`config.mk`:
```
export PLATFORM = sky130hd
export DESIGN_NAME = time_counter_hms
export DESIGN_NICKNAME = d
export VERILOG_FILES = /design/src/rtl/time_pkg.sv /design/src/rtl/counter_mod_n_en.sv /design/src/rtl/time_counter_hms.sv
export SDC_FILE = /design/constraint.sdc
export NUM_CORES = 1
export LEC_CHECK = 0
export ABC_AREA = 0
export BUFFER_PORTS_ARGS = -buffer_cell sky130_fd_sc_hd__buf_2
export CAP_MARGIN = 15
export CORE_UTILIZATION = 40
export DETAILED_ROUTE_END_ITERATION = 7
export GPL_ROUTABILITY_DRIVEN = 0
export PLACE_DENSITY = 0.68
export SLEW_MARGIN = 20
export SYNTH_ARGS = -nofsm -noshare
export SYNTH_HDL_FRONTEND = slang
export SYNTH_SLANG_ARGS = --single-unit
export TNS_END_PERCENT = 20
```
`constraint.sdc`:
```
create_clock -name i_clk -period 3.01 [get_ports i_clk]
set_input_delay 0 -clock i_clk [delete_from_list [all_inputs] [get_ports i_clk]]
set_output_delay 0 -clock i_clk [all_outputs]
set_load 0.01 [all_outputs]
```
`src/rtl/time_pkg.sv`:
```
// Shared field widths, moduli and field types for the time-of-day counter.
//   SEC_W / MIN_W     : bit widths of the seconds and minutes fields
//   SEC_MOD / MIN_MOD : moduli of the seconds and minutes fields
package time_pkg;

    localparam int unsigned SEC_W   = 6;
    localparam int unsigned MIN_W   = 6;
    localparam int unsigned SEC_MOD = 60;
    localparam int unsigned MIN_MOD = 60;

    typedef logic [SEC_W-1:0] sec_t;
    typedef logic [MIN_W-1:0] min_t;

endpackage

```
`src/rtl/counter_mod_n_en.sv`:
```
// Enabled modulo-n counter with synchronous load, used as one field of the
// time-of-day counter. Fields are chained by feeding carry into the next en.
//   clk      : clock, rising edge
//   reset_n  : asynchronous active-low reset, clears value
//   en       : count enable (increment by one per edge)
//   load     : synchronous load, takes priority over en
//   load_val : value taken on a load edge
//   n        : modulus (one bit wider than value so n = 2**W is expressible)
//   value    : registered count, 0..n-1
//   carry    : combinational, high when en is set and value is n-1
module counter_mod_n_en #(
    parameter int unsigned W = 6
) (
    input  logic         clk,
    input  logic         reset_n,
    input  logic         en,
    input  logic         load,
    input  logic [W-1:0] load_val,
    input  logic [W:0]   n,
    output logic [W-1:0] value,
    output logic         carry
);

    logic [W-1:0] r_value;
    logic         w_at_max;

    // Compare against the modulus rather than relying on width overflow.
    assign w_at_max = ({1'b0, r_value} == (n - 1'b1));
    assign carry    = en && w_at_max;
    assign value    = r_value;

    always_ff @(posedge clk or negedge reset_n) begin
        if (!reset_n) begin
            r_value <= '0;
        end else if (load) begin
            r_value <= load_val;
        end else if (en) begin
            r_value <= w_at_max ? '0 : r_value + 1'b1;
        end
    end

endmodule

```
`src/rtl/time_counter_hms.sv`:
```
// Time-of-day counter (hours:minutes:seconds) advanced by the one-cycle
// rollover pulse of an upstream prescaler. Supports pause, synchronous time
// set with per-field range substitution, and a registered day-rollover pulse.
//   i_clk       : clock, rising edge
//   i_reset_n   : asynchronous active-low reset, clears all outputs
//   i_tick      : seconds enable pulse
//   i_run       : 1 = count on i_tick, 0 = hold
//   i_load      : synchronous load of all fields (tick in same cycle dropped)
//   i_load_sec  : seconds load value (>59 loads as 0)
//   i_load_min  : minutes load value (>59 loads as 0)
//   i_load_hour : hours load value (>HOURS-1 loads as 0)
//   o_sec/o_min/o_hour : current time fields
//   o_day_ro    : one-cycle pulse after HOURS-1:59:59 -> 0:00:00
module time_counter_hms
    import time_pkg::*;
#(
    parameter int unsigned HOURS  = 24,
    parameter int unsigned HOUR_W = 5
) (
    input  logic              i_clk,
    input  logic              i_reset_n,
    input  logic              i_tick,
    input  logic              i_run,
    input  logic              i_load,
    input  logic [5:0]        i_load_sec,
    input  logic [5:0]        i_load_min,
    input  logic [HOUR_W-1:0] i_load_hour,
    output logic [5:0]        o_sec,
    output logic [5:0]        o_min,
    output logic [HOUR_W-1:0] o_hour,
    output logic              o_day_ro
);

    localparam logic [SEC_W:0]  SEC_N  = (SEC_W + 1)'(SEC_MOD);
    localparam logic [MIN_W:0]  MIN_N  = (MIN_W + 1)'(MIN_MOD);
    localparam logic [HOUR_W:0] HOUR_N = (HOUR_W + 1)'(HOURS);

    sec_t              w_sec_ld;
    min_t              w_min_ld;
    logic [HOUR_W-1:0] w_hour_ld;
    logic              w_sec_en;
    logic              w_sec_carry;
    logic              w_min_carry;
    logic              w_hour_carry;
    logic              r_day_ro;

    // Each out-of-range field is replaced by zero independently.
    assign w_sec_ld  = ({1'b0, i_load_sec}  < SEC_N)  ? i_load_sec  : '0;
    assign w_min_ld  = ({1'b0, i_load_min}  < MIN_N)  ? i_load_min  : '0;
    assign w_hour_ld = ({1'b0, i_load_hour} < HOUR_N) ? i_load_hour : '0;

    // Gating with ~i_load also keeps the carry chain (and day pulse) quiet
    // on a load edge.
    assign w_sec_en = i_run && i_tick && !i_load;

    counter_mod_n_en #(.W(SEC_W)) u_sec (
        .clk      (i_clk),
        .reset_n  (i_reset_n),
        .en       (w_sec_en),
        .load     (i_load),
        .load_val (w_sec_ld),
        .n        (SEC_N),
        .value    (o_sec),
        .carry    (w_sec_carry)
    );

    counter_mod_n_en #(.W(MIN_W)) u_min (
        .clk      (i_clk),
        .reset_n  (i_reset_n),
        .en       (w_sec_carry),
        .load     (i_load),
        .load_val (w_min_ld),
        .n        (MIN_N),
        .value    (o_min),
        .carry    (w_min_carry)
    );

    counter_mod_n_en #(.W(HOUR_W)) u_hour (
        .clk      (i_clk),
        .reset_n  (i_reset_n),
        .en       (w_min_carry),
        .load     (i_load),
        .load_val (w_hour_ld),
        .n        (HOUR_N),
        .value    (o_hour),
        .carry    (w_hour_carry)
    );

    always_ff @(posedge i_clk or negedge i_reset_n) begin
        if (!i_reset_n) begin
            r_day_ro <= 1'b0;
        end else begin
            r_day_ro <= w_hour_carry;
        end
    end

    assign o_day_ro = r_day_ro;

endmodule
```
==> impl_metrics.prom <==
# TYPE chip_impl_metric gauge
chip_impl_metric{name="pin_count_of_the_biggest_net_entering_global_routing",unit=""} 27
chip_impl_metric{name="power.share.clock",unit="%"} 25.9
chip_impl_metric{name="netlist-cell-type-count",unit=""} 40
chip_impl_metric{name="p_total",unit="uW"} 596.8
chip_impl_metric{name="synth.mux.area_fraction",unit="%"} 0
chip_impl_metric{name="cts-hold-fix-buffers",unit=""} 14
chip_impl_metric{name="netSwitchingPower",unit="uW"} 189.0
chip_impl_metric{name="post-cts-setup-buffer-count",unit=""} 0
chip_impl_info{name="clockRootBuffer",value="sky130_fd_sc_hd__clkbuf_4"} 1
chip_impl_info{name="synth-main-ff-cell",value="sky130_fd_sc_hd__dfrtp_1"} 1
chip_impl_metric{name="whs",unit="ns"} 0.02197
chip_impl_metric{name="finish.net_count",unit=""} 208
chip_impl_info{name="rsz_0062_raised_after_global_routing",value="no"} 1
chip_impl_metric{name="number_of_hold_violations_in_the_final_report",unit=""} 0
chip_impl_metric{name="finalMaxSlewViolations",unit=""} 0
chip_impl_metric{name="power.share.sequential",unit="%"} 50.1
chip_impl_metric{name="worst_ep_arrival_time",unit="ns"} 2.50
chip_impl_info{name="clock_tree_from_tritoncts",value="built"} 1
chip_impl_metric{name="die_width",unit="microns"} 55.21
chip_impl_metric{name="timing.fmax",unit="GHz"} 0.4420
chip_impl_info{name="min_from",value="i_load_min[4]"} 1
chip_impl_metric{name="net_sw_share",unit="%"} 31.67
chip_impl_metric{name="count_of_non_filler_cells_in_the_finished_layout",unit=""} 212
chip_impl_metric{name="remaining_drc_errors",unit=""} 0
chip_impl_metric{name="setup_ws",unit="ns"} 0.7477
chip_impl_metric{name="totalNegativeSetupSlack",unit="ns"} 0
chip_impl_metric{name="post_cts.resized_instances",unit=""} 0
chip_impl_metric{name="crit_fanout",unit=""} 11
chip_impl_metric{name="largest_voltage_drop_on_the_vdd_net",unit="uV"} 239.4
chip_impl_metric{name="fp.dieArea",unit="sq um"} 3048
chip_impl_metric{name="path_clk_slew",unit="ns"} 0.11
chip_impl_metric{name="port-buffer-count",unit=""} 39
chip_impl_metric{name="design.core.area",unit="sq um"} 2567
chip_impl_metric{name="cts_max_level",unit=""} 1
chip_impl_metric{name="share_of_layout_cells_above_drive_strength_1",unit="%"} 25.82
chip_impl_metric{name="combinational_group_share_of_total_power",unit="%"} 24.0
chip_impl_info{name="synth_top_cell_by_area",value="sky130_fd_sc_hd__dfrtp_1"} 1
chip_impl_info{name="worstSetupPathType",value="reg2reg"} 1
chip_impl_metric{name="async_flop_share",unit="%"} 100.0
chip_impl_metric{name="synthDominantCellAreaShare",unit="%"} 39.78
chip_impl_metric{name="final_period_minus_worst_setup_slack",unit="ns"} 2.262
chip_impl_metric{name="avgSynthCellArea",unit="sq um"} 8.710
chip_impl_metric{name="grt_antenna_before_repair",unit=""} 0
chip_impl_metric{name="pre_cts_ws",unit="ns"} 0.7903
chip_impl_metric{name="num_antenna_cells",unit=""} 0
chip_impl_info{name="crit_path_end_kind",value="flop"} 1
chip_impl_metric{name="cellPowerDensity",unit="nW/um^2"} 392.2
chip_impl_metric{name="power.leakage",unit="nW"} 0.6557
chip_impl_metric{name="die_extent_in_y",unit="microns"} 55.21
chip_impl_metric{name="insertion_delay",unit="ns"} 0.29
chip_impl_metric{name="detail_route.first_pass.iterations",unit=""} 4
chip_impl_metric{name="synth_adder_area_share",unit="%"} 3.315
chip_impl_metric{name="internal-power",unit="uW"} 407.8
chip_impl_metric{name="mappedNetlistArea",unit="sq um"} 1132
chip_impl_metric{name="cap_violations",unit=""} 0
chip_impl_metric{name="grt_pass1_vias",unit=""} 1146
chip_impl_metric{name="drt-initial-drc-count",unit=""} 46
chip_impl_metric{name="tritoncts.num_buffers",unit=""} 3
chip_impl_metric{name="drt.antenna.violating_nets",unit=""} 0
chip_impl_metric{name="final_design_area_no_fill",unit="sq um"} 1521
chip_impl_metric{name="warning_count_from_the_yosys_run",unit=""} 0
chip_impl_metric{name="layout_worst_path_cycle_share",unit="%"} 75.16
chip_impl_info{name="critical_path.startpoint",value="u_sec.value[0]"} 1
chip_impl_metric{name="max-slew-margin-rel",unit="%"} 66.99
chip_impl_metric{name="synth-compound-area-share",unit="%"} 23.20
chip_impl_metric{name="floorplan.initialDensity",unit="%"} 44.10
chip_impl_metric{name="synth-seq-cells",unit=""} 18
chip_impl_info{name="r2r_start",value="u_sec.value[0]"} 1
chip_impl_metric{name="post_synthesis_xor_xnor_area_fraction",unit="%"} 0
chip_impl_metric{name="ctsLongestPathBuffers",unit=""} 2
chip_impl_metric{name="global_route_total_overflow",unit=""} 0
chip_impl_metric{name="vias_per_cell",unit=""} 5.958
chip_impl_metric{name="setup_viol",unit=""} 0
chip_impl_metric{name="synthesis.nets",unit=""} 155
chip_impl_metric{name="grt_first_pass_wirelength",unit="microns"} 5078
chip_impl_metric{name="grt_usage",unit="%"} 20.15
chip_impl_metric{name="utilization",unit="%"} 59.26
chip_impl_metric{name="cp_data_required_time",unit="ns"} 3.25
chip_impl_metric{name="timing.reg2reg.setup_slack",unit="ns"} 0.75
chip_impl_info{name="most-common-layout-cells",value="sky130_fd_sc_hd__buf_2, sky130_fd_sc_hd__dfrtp_1, sky130_fd_sc_hd__nand3_1"} 1
chip_impl_metric{name="detail_route.wirelength",unit="microns"} 3030
chip_impl_metric{name="actual_slew_at_the_worst_max_slew_pin",unit="ns"} 0.4887
chip_impl_metric{name="num_vias",unit=""} 1263
chip_impl_metric{name="gate_count_after_technology_mapping",unit=""} 130
chip_impl_metric{name="skew",unit="ns"} 0.001712
chip_impl_metric{name="place_hpwl",unit="microns"} 2085
chip_impl_info{name="final_common_cell",value="sky130_fd_sc_hd__buf_2"} 1
chip_impl_metric{name="syn_to_final_growth",unit="%"} 34.36
chip_impl_metric{name="synth_simple_gate_area_share",unit="%"} 30.94
chip_impl_metric{name="cts_sinks",unit=""} 18
chip_impl_metric{name="synth-seq-area-share",unit="%"} 39.78
chip_impl_metric{name="numPlacedInstances",unit=""} 194
chip_impl_info{name="worst_hold_path_type",value="in2reg"} 1
chip_impl_info{name="result_of_the_run",value="finished, final reports clean"} 1
chip_impl_info{name="synth_top_family_by_area",value="simple AND/OR/NAND/NOR gates"} 1
chip_impl_metric{name="post_dp_cell_area",unit="sq um"} 1345
chip_impl_metric{name="placementRows",unit=""} 18
chip_impl_metric{name="synth_edf_count",unit=""} 0
chip_impl_info{name="cp-start-kind",value="flop"} 1
chip_impl_info{name="netlist_top_cells_area",value="sky130_fd_sc_hd__dfrtp_1, sky130_fd_sc_hd__nand3_1, sky130_fd_sc_hd__nand2_1"} 1
chip_impl_metric{name="ios",unit=""} 40
chip_impl_metric{name="routedWlPerCell",unit="microns"} 14.29
==> Yosys cell counts, types with 3 or more instances <==
cell	count
sky130_fd_sc_hd__a21oi_1	9
sky130_fd_sc_hd__clkbuf_1	4
sky130_fd_sc_hd__or4_1	3
sky130_fd_sc_hd__nor3_1	3
sky130_fd_sc_hd__o311ai_0	4
sky130_fd_sc_hd__nand3_1	16
sky130_fd_sc_hd__nand3b_1	3
sky130_fd_sc_hd__o21ai_0	9
sky130_fd_sc_hd__nand2_1	15
sky130_fd_sc_hd__dfrtp_1	18
sky130_fd_sc_hd__ha_1	3
sky130_fd_sc_hd__nor2_1	7
sky130_fd_sc_hd__nor4_1	3
sky130_fd_sc_hd__inv_1	3
==> final timing paths <==
check / depth (start not counted) / end
hold reg to reg: 1 / u_min.value[1]
max in group asynchronous: 2 / u_min.value[4]
min in group asynchronous: 2 / u_min.value[3]
hold / removal: 3 / u_min.value[4]
setup reg to reg: 5 / u_hour.value[3]
setup / recovery: 5 / u_hour.value[3]
==> routing by layer <==
layer / vias up / global-route usage, % / wire [microns]
li1: 614 / - / -
met1: 594 / 26.38 / 1394
met2: 53 / 33.56 / 1438
met3: 2 / 3.279 / 183
met4: 0 / 7.143 / 13
met5: - / 0 / 0
==> power groups by stage <==
stage          logic [mW]  registers, mW  clock network [mW]
2_1_floorplan      0.0618          0.308                   0
3_3_place_gp        0.128          0.301                   0
3_5_place_dp        0.130          0.302                   0
4_1_cts             0.144          0.298               0.159
5_1_grt             0.160          0.303               0.167
6_report            0.143          0.299               0.154
==> registers in the layout, indices dropped and copies added (netlist names) <==
name and cells:
u_sec.value 6, u_hour.value 5, o_day_ro 1, u_min.value 6
==> critical path, cell delays in order (launching register included) <==
cell and delay (ns):
sky130_fd_sc_hd__dfrtp_1 0.42, sky130_fd_sc_hd__ha_1 0.27, sky130_fd_sc_hd__nand4_2 0.17, sky130_fd_sc_hd__or4_1 0.70, sky130_fd_sc_hd__or4_1 0.56, sky130_fd_sc_hd__nand3_1 0.09
==> layout make-up <==
class / instances / area, sq um
Clock buffer: 4 / 36.28
Fill cell: 246 / 1046
Inverter: 3 / 11.26
Multi-Input combinational cell: 104 / 650.6
Sequential cell: 18 / 450.4
Tap cell: 30 / 37.54
Timing Repair Buffer: 53 / 335.3
==> cell families after synthesis <==
group | count (synthesis)
DFF | 18
AOI/OAI and AO/OA | 38
buffers and inverters | 8
adders and majority gates | 3
and+or+nand+nor | 63
(Power assumes the default switching activity.)
